## config.mk

```make
export PLATFORM = sky130hd
export DESIGN_NAME = alu_ctrl_seq
export DESIGN_NICKNAME = d
export VERILOG_FILES = /design/src/rtl/alu_ctrl_pkg.sv /design/src/rtl/alu_ctrl_lut.sv /design/src/rtl/alu_ctrl_seq.sv
export SDC_FILE = /design/constraint.sdc
export NUM_CORES = 1
export LEC_CHECK = 0
export CAP_MARGIN = 15
export CORE_MARGIN = 2
export CORE_UTILIZATION = 25
export CTS_CLUSTER_SIZE = 24
export DETAILED_ROUTE_END_ITERATION = 10
export RECOVER_POWER = 50
export SYNTH_ARGS = -nofsm -noshare
export SYNTH_HDL_FRONTEND = slang
export SYNTH_SLANG_ARGS = --single-unit
```

## constraint.sdc

```tcl
create_clock -name clk -period 1.9 [get_ports clk]
set_input_delay 0.38 -clock clk [delete_from_list [all_inputs] [get_ports clk]]
set_output_delay 0.38 -clock clk [all_outputs]
set_load 0.01 [all_outputs]
```

## src/rtl/alu_ctrl_pkg.sv

```systemverilog
// Shared ALU control codes, sequencer state encoding and per-op latency lookup
// for the sequenced ALU control decoder.
package alu_ctrl_pkg;

  localparam logic [3:0] ALU_LD_ADD  = 4'b0001;
  localparam logic [3:0] ALU_BR_SUB  = 4'b0010;
  localparam logic [3:0] ALU_ADD     = 4'b0011;
  localparam logic [3:0] ALU_SUB     = 4'b0100;
  localparam logic [3:0] ALU_MUL     = 4'b0101;
  localparam logic [3:0] ALU_DIV     = 4'b0110;
  localparam logic [3:0] ALU_OR      = 4'b0111;
  localparam logic [3:0] ALU_AND     = 4'b1000;
  localparam logic [3:0] ALU_XOR     = 4'b1001;
  localparam logic [3:0] ALU_SLL     = 4'b1010;
  localparam logic [3:0] ALU_SRL     = 4'b1011;
  localparam logic [3:0] ALU_SLT     = 4'b1100;
  localparam logic [3:0] ALU_ILLEGAL = 4'b1111;

  typedef enum logic [1:0] {
    IDLE = 2'd0,
    EXEC = 2'd1,
    HOLD = 2'd2
  } state_t;

  // Illegal codes fall through to a single cycle so the pipeline drains.
  function automatic int op_latency(input logic [3:0] code, input int mul_lat, input int div_lat);
    if (code == ALU_MUL) return mul_lat;
    if (code == ALU_DIV) return div_lat;
    return 1;
  endfunction

endpackage

```

## src/rtl/alu_ctrl_lut.sv

```systemverilog
// Combinational {ALU_Op, funct} decode into a 4-bit ALU control code plus
// illegal and multi-cycle flags.
module alu_ctrl_lut
  import alu_ctrl_pkg::*;
#(
  parameter int FUNCT_W = 5,
  parameter int ALUOP_W = 2
) (
  input  logic [ALUOP_W-1:0] alu_op,
  input  logic [FUNCT_W-1:0] funct,
  output logic [3:0]         code,
  output logic               illegal,
  output logic               multi
);

  logic upper_zero;

  // Shift instead of slicing so ALUOP_W == 2 needs no special case.
  assign upper_zero = ((alu_op >> 2) == '0);

  always_comb begin
    // NOTE: default assignment first so every path drives code; no latch is inferred.
    code = ALU_ILLEGAL;
    if (!upper_zero) begin
      code = ALU_ILLEGAL;
    end else if (alu_op[1:0] == 2'b00) begin
      code = ALU_LD_ADD;
    end else if (alu_op[0]) begin
      code = ALU_BR_SUB;
    end else begin
      // Full-width compares: upper funct bits must be zero for a legal R-type op.
      case (funct)
        FUNCT_W'(0): code = ALU_ADD;
        FUNCT_W'(1): code = ALU_SUB;
        FUNCT_W'(2): code = ALU_MUL;
        FUNCT_W'(3): code = ALU_DIV;
        FUNCT_W'(4): code = ALU_OR;
        FUNCT_W'(5): code = ALU_AND;
        FUNCT_W'(6): code = ALU_XOR;
        FUNCT_W'(7): code = ALU_SLL;
        FUNCT_W'(8): code = ALU_SRL;
        FUNCT_W'(9): code = ALU_SLT;
        default:     code = ALU_ILLEGAL;
      endcase
    end
  end

  assign illegal = (code == ALU_ILLEGAL);
  assign multi   = (code == ALU_MUL) || (code == ALU_DIV);

endmodule

```

## src/rtl/alu_ctrl_seq.sv

```systemverilog
// Sequenced ALU control decoder: accepts one request per handshake, holds
// multiply/divide for their latency, presents the code on a valid/ready output.
module alu_ctrl_seq
  import alu_ctrl_pkg::*;
#(
  parameter int FUNCT_W = 5,
  parameter int ALUOP_W = 2,
  parameter int CTRL_W  = 4,
  parameter int MUL_LAT = 3,
  parameter int DIV_LAT = 8
) (
  input  logic               clk,
  input  logic               rst,
  input  logic               Flush,
  input  logic               In_Valid,
  output logic               In_Ready,
  input  logic [FUNCT_W-1:0] funct,
  input  logic [ALUOP_W-1:0] ALU_Op,
  output logic               Out_Valid,
  input  logic               Out_Ready,
  output logic [CTRL_W-1:0]  ALU_Control,
  output logic               Multi_Cycle,
  output logic               Illegal,
  output logic               Busy
);

  localparam int MAX_LAT = (MUL_LAT > DIV_LAT) ? MUL_LAT : DIV_LAT;
  localparam int CNT_W   = $clog2(MAX_LAT + 1);

  state_t            state_q, state_d;
  logic [CNT_W-1:0]  cnt_q, cnt_d;
  logic [CTRL_W-1:0] ctrl_q, ctrl_d;
  logic              multi_q, multi_d;
  logic              illegal_q, illegal_d;

  logic [3:0]        lut_code;
  logic              lut_illegal;
  logic              lut_multi;
  logic              accept;
  int                lat;

  alu_ctrl_lut #(
    .FUNCT_W (FUNCT_W),
    .ALUOP_W (ALUOP_W)
  ) u_lut (
    .alu_op  (ALU_Op),
    .funct   (funct),
    .code    (lut_code),
    .illegal (lut_illegal),
    .multi   (lut_multi)
  );

  assign lat = op_latency(lut_code, MUL_LAT, DIV_LAT);

  // Flush blocks acceptance so an aborted cycle can never load a new op.
  assign In_Ready  = !Flush && ((state_q == IDLE) || ((state_q == HOLD) && Out_Ready));
  assign accept    = In_Valid && In_Ready;
  assign Out_Valid = (state_q == HOLD);
  assign Busy      = (state_q != IDLE);

  assign ALU_Control = ctrl_q;
  assign Multi_Cycle = multi_q;
  assign Illegal     = illegal_q;

  always_comb begin
    state_d   = state_q;
    cnt_d     = cnt_q;
    ctrl_d    = ctrl_q;
    multi_d   = multi_q;
    illegal_d = illegal_q;

    if (Flush) begin
      state_d = IDLE;
      cnt_d   = '0;
    end else if (accept) begin
      ctrl_d    = CTRL_W'(lut_code);
      multi_d   = lut_multi;
      illegal_d = lut_illegal;
      cnt_d     = CNT_W'(lat - 1);
      state_d   = (lat == 1) ? HOLD : EXEC;
    end else begin
      case (state_q)
        EXEC: begin
          cnt_d = cnt_q - 1'b1;
          if (cnt_q == CNT_W'(1)) state_d = HOLD;
        end
        HOLD: begin
          if (Out_Ready) state_d = IDLE;
        end
        default: ;
      endcase
    end
  end

  always_ff @(posedge clk or posedge rst) begin
    if (rst) begin
      state_q   <= IDLE;
      cnt_q     <= '0;
      ctrl_q    <= '0;
      multi_q   <= 1'b0;
      illegal_q <= 1'b0;
    end else begin
      // NOTE: non-blocking assignments so every flop samples the pre-edge values.
      state_q   <= state_d;
      cnt_q     <= cnt_d;
      ctrl_q    <= ctrl_d;
      multi_q   <= multi_d;
      illegal_q <= illegal_d;
    end
  end

endmodule

```

==> run_results.csv, run 1 <==
group,metric,value,unit
global_route,grt_pass1_vias,764,
setup_path,crit_required,2080,ps
placement,dpl_worst_slack,-352.7,ps
synth,async_reset_ff_share,100.0,%
cells_and_area,syn_to_final_growth,50.47,%
pwr,powerDensity,509.4,nW/um^2
synth,yosys.cell_count.top_type,"dfrtp_1",
global_route,grt_max_degree,13,
synth,synthTopCellsByArea,"dfrtp_1 37%, ha_1 7.8%, nand2_1 5.1%, inv_1 4.7%, nor4b_1 3.3%",
global_route,antenna_found_initial,0,
timing,tightest_slew,509.3,ps
routing,totalWireLength,1881,um
clock_network,postCtsHoldBufs,0,
timing,timing.fmax,0.5377,GHz
synth,synthesis.instances,92,
routing,drt_first_pass_iters,6,
pwr,p_leak,0.0005621,uW
clock_network,cts_buffer_depth,2,
synth,ys_seq_area_share,37.27,%
synth,synth_edf_count,0,
synth,yosys_warnings,0,
timing,rsz0062_at_grt,"false",
cells_and_area,multiInputGateArea,476.7,um^2
clock_network,clock_sinks,12,
clock_network,cts_tree,"yes",
cells_and_area,antenna_cells,0,
floorplan,initial_core_util,26.39,%
timing,finalSetupViolations,0,
timing,timing.final.crit_share,97.88,%
routing,drt-initial-drc-count,31,
global_route,overflow,0,
synth,synth.distinct_cells,35,
setup_path,crit_fanout,11,
setup_path,worst_setup_path_end_kind,"flip-flop",
setup_path,slowest_delay,500,ps
pwr,vdd.ir_drop.worst,132.5,uV
outcome,status,"finished clean",
synth,syn_nets,109,
placement,hpwl,1593,um
clock_network,cts-buffers-inserted,3,
cells_and_area,fillers,345,
synth,yosys.area.top_type_share,37.27,%
cells_and_area,drive_gt1_share,20.77,%
setup_path,critPathSlowestCell,"clkdlybuf4s50_1",
clock_network,path_clk_slew,60,ps
routing,avgViaCountPerCell,4.609,
floorplan,coreArea,3053,um^2
routing,routed-via-count,802,
clock_network,root_buffer,"clkbuf_4",
synth,netlist_area,805.8,um^2
worst_hold_path,min_path_type,"reg -> reg",
timing,hold_viol_final,0,
global_route,grt_first_pass_wirelength,3187,um
timing,skew,5.676,ps
global_route,track_usage,11.51,%
floorplan,dieHeight,60.77,um
setup_path,crit_type,"in -> reg",
flow_run,cap_violations,0,
cells_and_area,nets,149,
placement,gp_congestion,0.7886,
floorplan,die_width,60.77,um
synth,ys_ff_latch,12,
timing,layout_min_cycle_time,1860,ps
setup_path,start_kind,"input port",
clock_network,clock_latency,260,ps
timing,timing.slew.headroom,65.57,%
floorplan,dieArea,3693,um^2
synth,syn_area_per_cell,8.758,um^2
clock_network,htreeDepth,1,
routing,post-route-drc-count,0,
setup_path,cp.arrival,2040,ps
routing,ant_nets,0,
placement,portBuffers,20,
synth,ys_top_cells_by_count,"12 x dfrtp_1, 11 x nand2_1, 10 x inv_1, 6 x nor2_1",
routing,wl_per_cell,10.81,um
timing,drv_slew,0,
synth,yosysTopAreaCell,"dfrtp_1",
pwr,power,617.6,uW
floorplan,num_rows,20,
floorplan,pin_count,21,
synth,ys_dominant_reg_cell,"dfrtp_1",
timing,fin_ws,40.25,ps
cells_and_area,seq_area,300.3,um^2
setup_path,worstPathCellList,"clkdlybuf4s50_1 > or4b_4 > buf_4 > or3_1 > o21ai_0",
-- final cells by class --
class | count | share of cell area (%)
clock buffer | 3 | 1.858
tap | 44 | 4.541
inverter | 10 | 3.096
multi-input combinational | 68 | 39.32
sequential | 12 | 24.77
timing repair buffer | 37 | 26.42
-- power by group --
part | internal, uW | leakage, uW | switching [uW] | total [uW]
clock | 73.0 | 0.0000138 | 72.9 | 146
combinational | 104 | 0.000390 | 82.6 | 187
sequential | 273 | 0.000158 | 11.9 | 285
-- sequential cells by signal (all words and copies together), names as in the netlist --
signal	flops
Multi_Cycle	1
ALU_Control	4
cnt_q	4
Illegal	1
state_q	2
-- final timing paths --
path                                 from             end  slack (ps)  cells past startpoint
setup / recovery                 In_Valid      state_q[0]          40                      5
hold / removal             ALU_Control[2]  ALU_Control[2]         490                      2
setup reg to reg               state_q[0]      state_q[0]         140                      4
hold reg to reg            ALU_Control[2]  ALU_Control[2]         490                      2
max in group asynchronous             rst        cnt_q[1]        1030                      2
min in group asynchronous             rst        cnt_q[3]         550                      2
-- timing repair --
item | in CTS | in global routing
setup endpoints to repair | 7 | 5
buffers inserted | 0 | 0
resized for setup | 5 | 3
gates cloned | 0 | 0
-- cells by family (layout without fill, tap and decap cells) --
family	Yosys count	in the layout	synth area share, %
compound gates	22	22	18.17
xor+xnor	2	2	2.174
fa+ha+maj	5	5	7.764
buf+inv	12	50	5.591
flops	12	12	37.27
mux	1	1	1.242
simple gates	38	38	27.80
-- per-layer routing --
metal | part of all wire, % | vias up | GRT usage [%] | wire [um]
met5 | 0 | - | 0 | 0
met4 | 0 | 0 | 3.727 | 0
met3 | 4.3 | 0 | 1.919 | 80
met2 | 50 | 22 | 20.43 | 949
met1 | 45 | 372 | 14.12 | 851
li1 | - | 408 | - | -
-- worst max-delay path: cells and delay by family --
| family | cells | cell delay (ps) |
|---|---|---|
| and+or+nand+nor | 2 | 890 |
| AOI/OAI and AO/OA | 1 | 90 |
| buffers and inverters | 2 | 690 |
-- metrics by stage --
stage / util, % / TNS (ps) / hold slack (ps) / cell area, um^2 / std cells
final: 39.71 / 0 / 490.7 / 1212 / 174
after global routing: 39.71 / 0 / 526.9 / 1212 / 174
after CTS: 39.43 / 0 / 435.4 / 1204 / 174
after detailed placement: 38.69 / -2495 / 487.2 / 1181 / 171
after global placement: 38.69 / -2155 / 482.9 / 1181 / 171
after floorplan: - / 0 / 244.7 / 805.8 / 92
-- placed cells by master (no fill, tap or decap), drive strengths merged --
master	instances
buf	16
clkdlybuf4s50	14
dfrtp	12
nand2	11
inv	10
nor2	6
o21ai	5
ha	5
a21oi	4
clkbuf	4
nor4b	3
dlygate4sd3	3
dlygate4sd2	3
a21boi	2
o31ai	2
xor2	2
or3	2
nand2b	2
nor3	2
a31oi	2
nor2b	2
or4	2
or4b	1
nand3b	1
or3b	1
a22o	1
mux2i	1
nand4	1
and3	1
o2111ai	1
a211oi	1
a21o	1
or2	1
nor4	1
o221ai	1
nand4b	1
o2bb2ai	1
o311ai	1
Note: power is estimated with default switching activity, not from simulation.
==> run 2, diff against run 1 <==
- PLACE_DENSITY: unset -> 0.46
==> run_results.csv, run 2 (same netlist as run 1, synthesis figures left out) <==
group,metric,value,unit
cells_and_area,antenna_cells,0,
setup_path,reg2reg_slack,120,ps
timing,hold_viol_final,0,
routing,routed-via-count,813,
clock_network,cts-buffers-inserted,3,
global_route,track_usage,12.18,%
cells_and_area,final_cell_area,1244,um^2
timing,tightest_slew,441.9,ps
clock_network,cts_setup_buffers,0,
cells_and_area,layout_commonest_cell,"buf_4",
placement,hpwl,1664,um
placement,placed_area,1204,um^2
placement,gp_congestion,0.7791,
setup_path,start_kind,"input port",
timing,timing.fmax,0.5388,GHz
floorplan,coreArea,3053,um^2
placement,portBuffers,20,
cells_and_area,fin_util,40.74,%
floorplan,pin_count,21,
setup_path,crit_required,2090,ps
clock_network,path_clk_slew,70,ps
global_route,grt_pass1_vias,780,
clock_network,clock_sinks,12,
timing,drv_slew,0,
floorplan,die_width,60.77,um
global_route,grt_first_pass_wirelength,3277,um
routing,wl_per_cell,11.13,um
floorplan,dieArea,3693,um^2
setup_path,worst_setup_path_end_kind,"flip-flop",
setup_path,cp.arrival,2040,ps
routing,avgViaCountPerCell,4.567,
timing,final.setup.tns,0,ps
global_route,grt_max_degree,13,
routing,post-route-drc-count,0,
clock_network,htreeDepth,1,
routing,totalWireLength,1981,um
global_route,antenna_found_initial,0,
cells_and_area,layout.cells.most_common_list,"19 x buf_4, 13 x clkdlybuf4s50_1, 12 x dfrtp_1, 11 x nand2_1, 9 x inv_1",
pwr,powerDensity,542.9,nW/um^2
floorplan,num_rows,20,
cells_and_area,syn_to_final_growth,54.35,%
floorplan,initial_core_util,26.39,%
routing,drt_first_pass_iters,4,
cells_and_area,fin_cells,178,
cells_and_area,drive_gt1_share,22.39,%
flow_run,cap_violations,0,
placement,placed_cells,174,
timing,layout_min_cycle_time,1856,ps
setup_path,crit_fanout,2,
timing,skew,10.51,ps
clock_network,root_buffer,"clkbuf_4",
routing,drt-initial-drc-count,30,
timing,hold-worst-slack,480.7,ps
pwr,p_leak,0.0005863,uW
clock_network,clock_latency,270,ps
timing,timing.final.crit_share,97.69,%
routing,ant_nets,0,
cells_and_area,nets,152,
clock_network,cts_buffer_depth,2,
timing,timing.slew.headroom,70.12,%
timing,rsz0062_at_grt,"false",
worst_hold_path,min_path_type,"reg -> reg",
outcome,status,"finished clean",
pwr,vdd.ir_drop.worst,152.2,uV
floorplan,dieHeight,60.77,um
setup_path,crit_type,"in -> reg",
timing,finalSetupViolations,0,
clock_network,cts_tree,"yes",
global_route,overflow,0,
run 2: final timing paths:
path                                 from        endpoint  cells past startpoint
hold reg to reg            ALU_Control[3]  ALU_Control[3]                      1
max in group asynchronous             rst  ALU_Control[3]                      2
setup / recovery                 In_Valid        cnt_q[0]                      4
setup reg to reg               state_q[1]        cnt_q[0]                      4
hold / removal             ALU_Control[3]  ALU_Control[3]                      1
min in group asynchronous             rst        cnt_q[3]                      2
run 2: worst max-delay path, stage by stage:
cell	delay, ps
clkdlybuf4s50_1	480
or4b_4	470
or4_1	570
a31oi_1	140
run 2: final cells by class:
class | count | area, um^2
Fill cell | 340 | 1809
Multi-Input combinational cell | 68 | 478.0
Timing Repair Buffer | 40 | 336.6
Sequential cell | 12 | 300.3
Tap cell | 44 | 55.05
Inverter | 10 | 37.54
Clock buffer | 4 | 36.28
run 2: power breakdown:
group | internal (uW) | total, uW | switching [uW]
combinational | 106 | 188 | 82.8
sequential | 273 | 286 | 12.7
clock | 116 | 201 | 84.8
run 2: routing by layer:
| layer | up-vias | track usage (%) | wire length (um) |
|---|---|---|---|
| li1 | 414 | - | - |
| met1 | 373 | 13.90 | 841 |
| met2 | 24 | 21.04 | 994 |
| met3 | 2 | 1.493 | 112 |
| met4 | 0 | 8.385 | 34 |
| met5 | - | 0 | 0 |
run 2: timing repair:
| item | in CTS | in global routing |
|---|---|---|
| endpoints found under the setup margin | 5 | 6 |
| hold buffers | 0 | 0 |
| gates resized for setup | 3 | 4 |
| hold endpoints to repair | 0 | 0 |
run 2: metrics by stage:
stage / power [uW] / setup slack, ps
finish: 675.3 / 43.87
detailed placement: 485.7 / -331.8
global route: 721.7 / 2.538
CTS: 688.1 / 10.49
floorplan: 368.6 / 125.2
global placement: 484.2 / -294.7
==> run 3, diff against run 2 <==
- ABC_AREA: unset -> 0
==> results of run 3 <==
Final layout, timing and power as in run 2 (identical DEF).
==> patch (flow settings as in run 3) <==
`FUNCT_W` is set to 5 in 2 places; all go to 10.
--- a/src/rtl/alu_ctrl_lut.sv
+++ b/src/rtl/alu_ctrl_lut.sv
@@ -4,5 +4,5 @@
   import alu_ctrl_pkg::*;
 #(
-  parameter int FUNCT_W = 5,
+  parameter int FUNCT_W = 10,
   parameter int ALUOP_W = 2
 ) (
--- a/src/rtl/alu_ctrl_seq.sv
+++ b/src/rtl/alu_ctrl_seq.sv
@@ -4,5 +4,5 @@
   import alu_ctrl_pkg::*;
 #(
-  parameter int FUNCT_W = 5,
+  parameter int FUNCT_W = 10,
   parameter int ALUOP_W = 2,
   parameter int CTRL_W  = 4,
Ports: changed (resized funct); port bits go from 21 to 26. No check against the original RTL was run, so the function may have changed too.
==> patch against run 3 <==
Critical path depth stayed put. Synthesized area grew 2.0%. Register-to-register slack gained 0.37 ns. First-iteration DRC count is 6.7% lower. Final area fell by 1.6%. Routed wire length fell by 3.6%. Sequential cell count stayed put. Total power is 2.6% lower. Worst setup slack improved by 0.061 ns.
==> patch: results <==
group,metric,value,unit
logic_synthesis,synthTopCellsByArea,"dfrtp_1, ha_1, nand2_1, nor2_1, a21oi_1",
setup_path,crit_slowest_cell,"clkdlybuf4s50_1",
drt,drt-total-wl,1910,µm
drt,drt_iter0_markers,28,
setup_path,r2r-end,"state_q[1]",
setup_path,critPathMaxStageDelay,0.48,ns
min_path,min_to,"ALU_Control[3]",
global_routing,met1_usage,0.1351,
place,port_buffers,25,
global_routing,grt_pass1_vias,747,
logic_synthesis,synthMuxAreaShare,0.01218,
clocking,cts_setup_buffers,0,
sta,holdWs,0.4771,ns
place,dp_hpwl,1596,µm
global_routing,grt_use_met3,0.006303,
global_routing,grt_max_degree,13,
setup_path,r2r-start,"state_q[0]",
clocking,cts_buffers,3,
logic_synthesis,synth_commonest_cells,"dfrtp_1, nand2_1, nor2_1",
logic_synthesis,yosys_warnings,0,
power_and_ir_drop,peakVddDrop,0.1133,mV
logic_synthesis,synth_ff_type,"dfrtp_1",
setup_path,cp-startpoint,"Out_Ready",
clocking,path_clk_slew,0.07,ns
logic_synthesis,synth_cell_types,35,
run_status,outcome,"finished clean",
drt,num_vias,798,
drt,dr.pass1.iters,4,
sta,skew,0.002529,ns
clocking,cts_max_level,1,
layout,nets,158,
setup_path,crit_fanout,2,
sta,maxSlewHeadroom,0.6778,
setup_path,r2r_slack,0.49,ns
logic_synthesis,ys_seq_area_frac,0.3653,
min_path,min_path_cells,2,
global_routing,grt_pass1_wl,3187,µm
setup_path,reg2reg_depth,4,
min_path,hp-class,"register to register",
layout,n_antenna_cell,0,
global_routing,grtUsageMet2,0.2067,
place,preCtsSetupSlack,-0.1853,ns
global_routing,antenna_found_initial,0,
logic_synthesis,synthXorXnorAreaFrac,0.04262,
logic_synthesis,synth_nets,120,
power_and_ir_drop,p_leak,0.5507,nW
logic_synthesis,synth_fa_ha_area_frac,0.07610,
logic_synthesis,synthArstFlopShare,1.000,
clocking,clock_latency,0.27,ns
global_routing,grt.total_usage,0.1160,
min_path,worstHoldStart,"ALU_Control[3]",
logic_synthesis,synth_compound_area_frac,0.2146,
layout,drive_gt1_frac,0.1333,
setup_path,cp.arrival,1.42,ns
clocking,cts.path.max_buffers,2,
clocking,root_buffer,"clkbuf_4",
place,place_congestion,0.7894,
layout,n_fill_cell,328,
## patch: cell types whose count changed in the layout (fill, tap and decap cells not counted), moves of 3 or more
cell             before  now
buf_4                19    9
clkdlybuf4s50_1      13   21
inv_1                 9    6
nor2_1                6    9
nor2b_1               1    4
nor4b_1               3    0
o21ai_1               0    5
xnor2_1               0    3
## patch: cell families (layout without fill, tap and decap cells)
group | count (synthesis) | in the layout
AOI/OAI and AO/OA | 27 | 27
xor gates and xnor gates | 4 | 4
adders and majority gates | 5 | 5
buffers and inverters | 10 | 47
DFF | 12 | 12
muxes | 1 | 1
and+or+nand+nor | 39 | 39
## patch: through the flow
| step | instance area (µm²) | std cells | power [mW] |
|---|---|---|---|
| 2_1_floorplan | 822.0 | 98 | 0.3629 |
| 3_3_place_gp | 1190 | 175 | 0.4686 |
| 3_5_place_dp | 1190 | 175 | 0.4691 |
| 4_1_cts | 1225 | 179 | 0.6700 |
| 5_1_grt | 1224 | 179 | 0.7046 |
| 6_report | 1224 | 179 | 0.6579 |
## patch: worst max-delay path, delay by kind of cell
family	cells	cell delay (ns)
AOI/OAI and AO/OA	1	0.21
buffers and inverters	3	0.83
## patch: how the worst max path moves through the flow
stage / to / slack [ns] / cells after the start
after detailed placement: In_Ready / -0.19 / 4
after global routing: Out_Valid / 0.03 / 3
final: In_Ready / 0.10 / 4
after CTS: In_Ready / 0.09 / 4
after floorplan: state_q[1] / 0.46 / 6
after global placement: In_Ready / -0.16 / 4
## patch: per-layer routing
metal | vias to the layer above | routed length [µm] | share of wire
met4 | 0 | 28 | 0.015
met3 | 2 | 79 | 0.041
met1 | 360 | 826 | 0.43
met2 | 21 | 976 | 0.51
met5 | - | 0 | 0
li1 | 415 | - | -
## patch: layout make-up
class | instances | area share
multi-input combinational | 76 | 0.3937
timing repair buffer | 34 | 0.2587
sequential | 12 | 0.2454
tap | 44 | 0.04499
clock buffer | 4 | 0.02965
inverter | 9 | 0.02761
## patch: what timing repair did
item	in CTS	in global routing
endpoints found under the setup margin	1	0
gates resized for setup	1	0
hold buffers	0	0
## patch: power breakdown
group	switching (mW)	total (mW)	internal [mW]
Combinational	0.0744	0.176	0.101
Clock	0.0834	0.200	0.116
Sequential	0.0108	0.283	0.272
Total	0.169	0.658	0.489
